==> config.mk <==
export PLATFORM = sky130hd
export DESIGN_NAME = keypad_scanner
export DESIGN_NICKNAME = d
export VERILOG_FILES = /design/src/rtl/keypad_scanner.sv
export SDC_FILE = /design/constraint.sdc
export NUM_CORES = 1
export LEC_CHECK = 0
export BUFFER_PORTS_ARGS = -buffer_cell sky130_fd_sc_hd__buf_4
export CORE_MARGIN = 5
export CORE_UTILIZATION = 38
export DETAILED_ROUTE_END_ITERATION = 7
export PLACE_DENSITY_LB_ADDON = 0.05
export SLEW_MARGIN = 10
export SYNTH_ARGS = -nofsm -noshare
export SYNTH_HDL_FRONTEND = slang
export SYNTH_SLANG_ARGS = --single-unit
export TNS_END_PERCENT = 10
==> constraint.sdc <==
create_clock -name clk -period 3.5 [get_ports clk]
set_input_delay 0 -clock clk [delete_from_list [all_inputs] [get_ports clk]]
set_output_delay 0 -clock clk [all_outputs]
set_load 0.02 [all_outputs]
==> src/rtl/keypad_scanner.sv <==
// keypad_scanner
//   Scans a 4x4 active-low matrix keypad by driving one column low at a time.
//   Each frame covers all four columns and yields one result: no key, a single
//   key, or a multi-key pattern. A result has to repeat for DEBOUNCE_FRAMES
//   frames in a row before it is accepted. An accepted press produces a
//   one-cycle key_valid pulse. Digit keys shift into a 4-digit BCD buffer, and
//   key F clears that buffer.
// Ports
//   clk        system clock
//   rst_n      asynchronous active-low reset
//   key_row    [3:0]  keypad rows, active-low, asynchronous to clk
//   key_col    [3:0]  column drive, active-low one-hot
//   key_code   [3:0]  last accepted key {row_idx, col_idx}
//   key_valid         one-cycle pulse per accepted press
//   key_held          high until the accepted key is accepted as released
//   digit_buf  [15:0] 4 BCD digits, [3:0] newest
module keypad_scanner #(
    parameter int SCAN_DIV        = 125000,
    parameter int DEBOUNCE_FRAMES = 4
) (
    input  logic        clk,
    input  logic        rst_n,
    input  logic [3:0]  key_row,
    output logic [3:0]  key_col,
    output logic [3:0]  key_code,
    output logic        key_valid,
    output logic        key_held,
    output logic [15:0] digit_buf
);

    localparam int CW  = (SCAN_DIV > 1) ? $clog2(SCAN_DIV) : 1;
    localparam int DCW = $clog2(DEBOUNCE_FRAMES + 1);
    localparam logic [CW-1:0]  SLOT_LAST = CW'(SCAN_DIV - 1);
    localparam logic [DCW-1:0] DF        = DCW'(DEBOUNCE_FRAMES);

    typedef enum logic [1:0] {R_NONE = 2'd0, R_KEY = 2'd1, R_MULTI = 2'd2} res_kind_e;
    typedef struct packed {
        res_kind_e  kind;
        logic [3:0] code;
    } frame_res_t;

    typedef enum logic {IDLE = 1'b0, PRESSED = 1'b1} state_e;

    // The rows come from the keypad asynchronously, so they pass through a
    // two-stage synchroniser. The stages reset to "no row low".
    logic [3:0] row_meta, row_sync;
    always_ff @(posedge clk or negedge rst_n) begin
        if (!rst_n) begin
            row_meta <= 4'hF;
            row_sync <= 4'hF;
        end else begin
            row_meta <= key_row;
            row_sync <= row_meta;
        end
    end

    // Slot timing and column rotation
    logic [CW-1:0] slot_cnt;
    logic [1:0]    col_idx;
    logic          slot_end;

    assign slot_end = (slot_cnt == SLOT_LAST);
    assign key_col  = ~(4'b0001 << col_idx);

    always_ff @(posedge clk or negedge rst_n) begin
        if (!rst_n) begin
            slot_cnt <= '0;
            col_idx  <= 2'd0;
        end else if (slot_end) begin
            slot_cnt <= '0;
            col_idx  <= col_idx + 2'd1;
        end else begin
            slot_cnt <= slot_cnt + CW'(1);
        end
    end

    // Merge the sample for the current column into the running frame result.
    // The frame holds a single key only when exactly one column showed
    // exactly one low row. Any other non-empty pattern is MULTI.
    logic [3:0] rows_low;
    logic       row_onehot;
    logic [1:0] row_idx;
    frame_res_t acc, merged;

    assign rows_low   = ~row_sync;
    assign row_onehot = (rows_low != 4'h0) && ((rows_low & (rows_low - 4'h1)) == 4'h0);

    always_comb begin
        row_idx = 2'd0;
        for (int r = 3; r >= 0; r--)
            if (rows_low[r]) row_idx = 2'(r);
    end

    always_comb begin
        merged = acc;
        if (rows_low != 4'h0) begin
            if (row_onehot && acc.kind == R_NONE) begin
                merged.kind = R_KEY;
                merged.code = {row_idx, col_idx};
            end else begin
                merged.kind = R_MULTI;
                merged.code = 4'h0;
            end
        end
    end

    logic frame_end;
    assign frame_end = slot_end && (col_idx == 2'd3);

    always_ff @(posedge clk or negedge rst_n) begin
        if (!rst_n) begin
            acc <= '{kind: R_NONE, code: 4'h0};
        end else if (slot_end) begin
            acc <= frame_end ? '{kind: R_NONE, code: 4'h0} : merged;
        end
    end

    // Debounce. The count saturates at DF, so acceptance fires once, on the
    // frame where the count reaches DF. It does not fire again while the
    // same result keeps repeating.
    frame_res_t     prev_res;
    logic [DCW-1:0] deb_cnt, deb_cnt_nxt;
    logic           accept;

    always_comb begin
        if (merged == prev_res)
            deb_cnt_nxt = (deb_cnt == DF) ? DF : deb_cnt + DCW'(1);
        else
            deb_cnt_nxt = DCW'(1);
    end

    assign accept = frame_end && (deb_cnt_nxt == DF) && (deb_cnt != DF);

    always_ff @(posedge clk or negedge rst_n) begin
        if (!rst_n) begin
            prev_res <= '{kind: R_NONE, code: 4'h0};
            deb_cnt  <= '0;
        end else if (frame_end) begin
            prev_res <= merged;
            deb_cnt  <= deb_cnt_nxt;
        end
    end

    // Press/release FSM. The FSM reacts to a new key only from IDLE, so
    // there is no auto-repeat. A key can be pressed again only after the
    // release has been accepted.
    state_e state, state_nxt;
    logic   press_evt;

    always_comb begin
        state_nxt = state;
        press_evt = 1'b0;
        case (state)
            IDLE:
                if (accept && merged.kind == R_KEY) begin
                    state_nxt = PRESSED;
                    press_evt = 1'b1;
                end
            PRESSED:
                if (accept && merged.kind == R_NONE)
                    state_nxt = IDLE;
            default: state_nxt = IDLE;
        endcase
    end

    always_ff @(posedge clk or negedge rst_n) begin
        if (!rst_n) begin
            state     <= IDLE;
            key_code  <= 4'h0;
            key_valid <= 1'b0;
            digit_buf <= 16'h0000;
        end else begin
            state     <= state_nxt;
            key_valid <= press_evt;
            if (press_evt) begin
                key_code <= merged.code;
                if (merged.code <= 4'd9)
                    digit_buf <= {digit_buf[11:0], merged.code};
                else if (merged.code == 4'hF)
                    digit_buf <= 16'h0000;
            end
        end
    end

    assign key_held = (state == PRESSED);

endmodule

==> flow_summary.json <==
{
  "wl_mm": 7.17,
  "r2r_start": "row_sync[2]",
  "cp_top_family": "simple AND/OR/NAND/NOR gates",
  "busiest_layer": "met2",
  "ys_types": 58,
  "max_freq_mhz": 323,
  "start_kind": "flop",
  "synth-seq-cells": 64,
  "placed_cells": 449,
  "wl_per_cell_um": 15.2,
  "initial_core_util": 0.389,
  "antenna_cells": 0,
  "final.period_utilization": 0.885,
  "ios": 32,
  "grt_pass1_wl_mm": 12.1,
  "cp-end-kind": "flop",
  "async_reset_ff_frac": 1.00,
  "yosysSeqAreaShare": 0.505,
  "crit_fanout": 17,
  "required_ns": 3.72,
  "dieArea_um2": 10300,
  "rsz0062_at_grt": "no",
  "first_global_vias": 2398,
  "numCtsBuffers": 9,
  "ir_drop_mv": 0.220,
  "tightestPinTransition_ns": 0.821,
  "drc_errors": 0,
  "cts_root_buffer": "clkbuf_8",
  "whs_ns": 0.272,
  "dr.pass1.iters": 4,
  "nFillCells": 773,
  "place_congestion": 0.774,
  "syn_area_per_cell_um2": 9.92,
  "finalMaxSlewViolations": 0,
  "crit_slowest_cell": "dfstp_2",
  "layout_common_cells": "56 x dfrtp_1, 38 x buf_4, 30 x nand2_1",
  "gr-usage-met3": 0.0413,
  "ant_nets": 0,
  "cap_violations": 0,
  "synth_cells": 322,
  "setup_viol": 0,
  "synth-edff-count": 0,
  "synth_warnings": 0,
  "clk_latency_ns": 0.34,
  "fin_util": 0.465,
  "path_class": "flop to flop",
  "grt_max_degree": 65,
  "cts.reportedPaths.clkPinSlew_ns": 0.07,
  "dp.final_hpwl_mm": 4.94,
  "worstHoldPathType": "primary input to asynchronous set/reset pin",
  "period_needed_ns": 3.10,
  "slew_headroom": 0.453,
  "fin_cells": 470,
  "cts-resized-gates": 0,
  "clock_sinks": 64,
  "drive_above_1_share": 0.200,
  "p_per_area_nw_per_um2": 419,
  "via_count": 2408,
  "final-hold-violation-count": 0,
  "die_x_um": 102,
  "clock_path_buffers": 2,
  "power_leakage_nw": 1.68,
  "cp_num_buf_inv": 1,
  "fin_worst_skew_ns": 0.0102,
  "grt_antenna_before_repair": 0,
  "yosys.area.top_type": "dfrtp_1",
  "grt-ovfl-total": 0,
  "viasPerCell": 5.12,
  "synth_area_leaders": "dfrtp_1 44%, dfstp_2 6.6%, o21ai_0 4.2%, nand2_1 3.5%, xor2_1 3.0%",
  "final_common_cell": "dfrtp_1",
  "grt_use_met2": 0.234,
  "synth_fp_nets": 335,
  "crit_chain": "nor3b_1, o221ai_4, xnor2_1, or4b_1, or4_1, buf_4, o31ai_1, o21ai_0",
  "netlist.area_leader.share": 0.439,
  "io_buffers": 31,
  "outcome": "finished, final reports clean",
  "cts_tree": "done",
  "syn_to_final_growth_pct": 19.7,
  "ys.flop_type": "dfrtp_1",
  "grt_use_total": 0.152,
  "cpPeakStageDelay_ns": 0.65,
  "fin_tns_setup_ns": 0,
  "cp-startpoint": "row_sync[2]",
  "arrival_ns": 3.31,
  "die_h_um": 102,
  "core_area_um2": 8220,
  "grt_use_met1": 0.205,
  "cts.htree.levels": 3,
  "dr.first_iter.drc_count": 87,
  "nNetsFinal": 373,
  "rows": 33,
  "synth_area_um2": 3190,
  "total_power_mw": 1.60
}
==> cell type report <==
type | count | area (um^2) | area share
flip-flops and latches | 64 | 1610 | 0.421
multi-input cells | 221 | 1420 | 0.372
repair buffers | 43 | 335 | 0.0877
well taps | 105 | 131 | 0.0344
clock buffers | 9 | 124 | 0.0324
clock inverters | 7 | 120 | 0.0314
inverters | 21 | 78.8 | 0.0206
==> power by group <==
part | switching [mW] | internal [mW] | total, mW
combinational | 0.0459 | 0.0255 | 0.0714
sequential | 0.00710 | 0.748 | 0.755
clock | 0.300 | 0.474 | 0.774
==> Yosys cell counts, types with 3 or more instances <==
cell,number
a21oi_1,7
and2_1,4
and3_1,5
buf_2,7
clkbuf_1,6
dfrtp_1,56
dfstp_2,8
ha_1,7
inv_1,21
nand2_1,30
nand3_1,13
nand4_1,8
nor2_1,19
nor2b_1,3
nor3_1,7
o21a_1,3
o21ai_0,27
o21ai_1,16
o31ai_1,3
or2_2,3
or4_1,3
or4b_1,3
xnor2_1,8
xor2_1,11
==> repair_timing <==
| action | in CTS | in global routing |
|---|---|---|
| endpoints found under the hold margin | 60 | 0 |
| setup endpoints to repair | 0 | 0 |
| setup buffers | 0 | 0 |
| hold buffers | 5 | 0 |
==> kinds of logic after synthesis <==
group	share of synthesized area
buffers and inverters	0.0521
multiplexers	0.00979
AND/OR/NAND/NOR	0.205
AO/OA/AOI/OAI	0.149
adder cells (fa/ha/maj)	0.0274
flip-flops	0.505
XOR/XNOR	0.0521
==> worst register-to-register path, cell delays in order (launching register included) <==
cell and delay [ns]:
dfstp_2 0.65, nor3b_1 0.38, o221ai_4 0.22, xnor2_1 0.19, or4b_1 0.51, or4_1 0.51, buf_4 0.21, o31ai_1 0.21
o21ai_0 0.11
==> sequential cells by signal, indices dropped and copies added, names as in the netlist <==
signal     count
deb_cnt        3
key_code       4
col_idx        2
row_sync       4
digit_buf     16
acc            6
row_meta       4
key_held       1
key_valid      1
prev_res       6
slot_cnt      17
==> metrics by stage <==
step / cell area [um^2] / worst slack [ns]
6_report: 3820 / 0.404
5_1_grt: 3820 / 0.179
4_1_cts: 3820 / 0.392
3_5_place_dp: 3530 / 0.421
3_3_place_gp: 3530 / 0.476
2_1_floorplan: 3190 / 0.589
==> per-layer routing <==
layer / up-vias / share of wire / routed length, um
li1: 1203 / - / -
met1: 1149 / 0.48 / 3450
met2: 47 / 0.45 / 3240
met3: 9 / 0.052 / 371
met4: 0 / 0.015 / 104
met5: - / 0 / 0
==> final timing paths <==
kind / end / slack (ns) / cells after the start
hold / removal: prev_res[2] / 0.27 / 2
hold reg to reg: row_sync[3] / 0.36 / 0
setup / recovery: key_code[2] / 0.40 / 8
setup reg to reg: key_code[2] / 0.40 / 8
max in group asynchronous: prev_res[1] / 2.67 / 2
min in group clk: row_meta[1] / 0.30 / 2
Note: power is estimated with default switching activity, not from simulation.
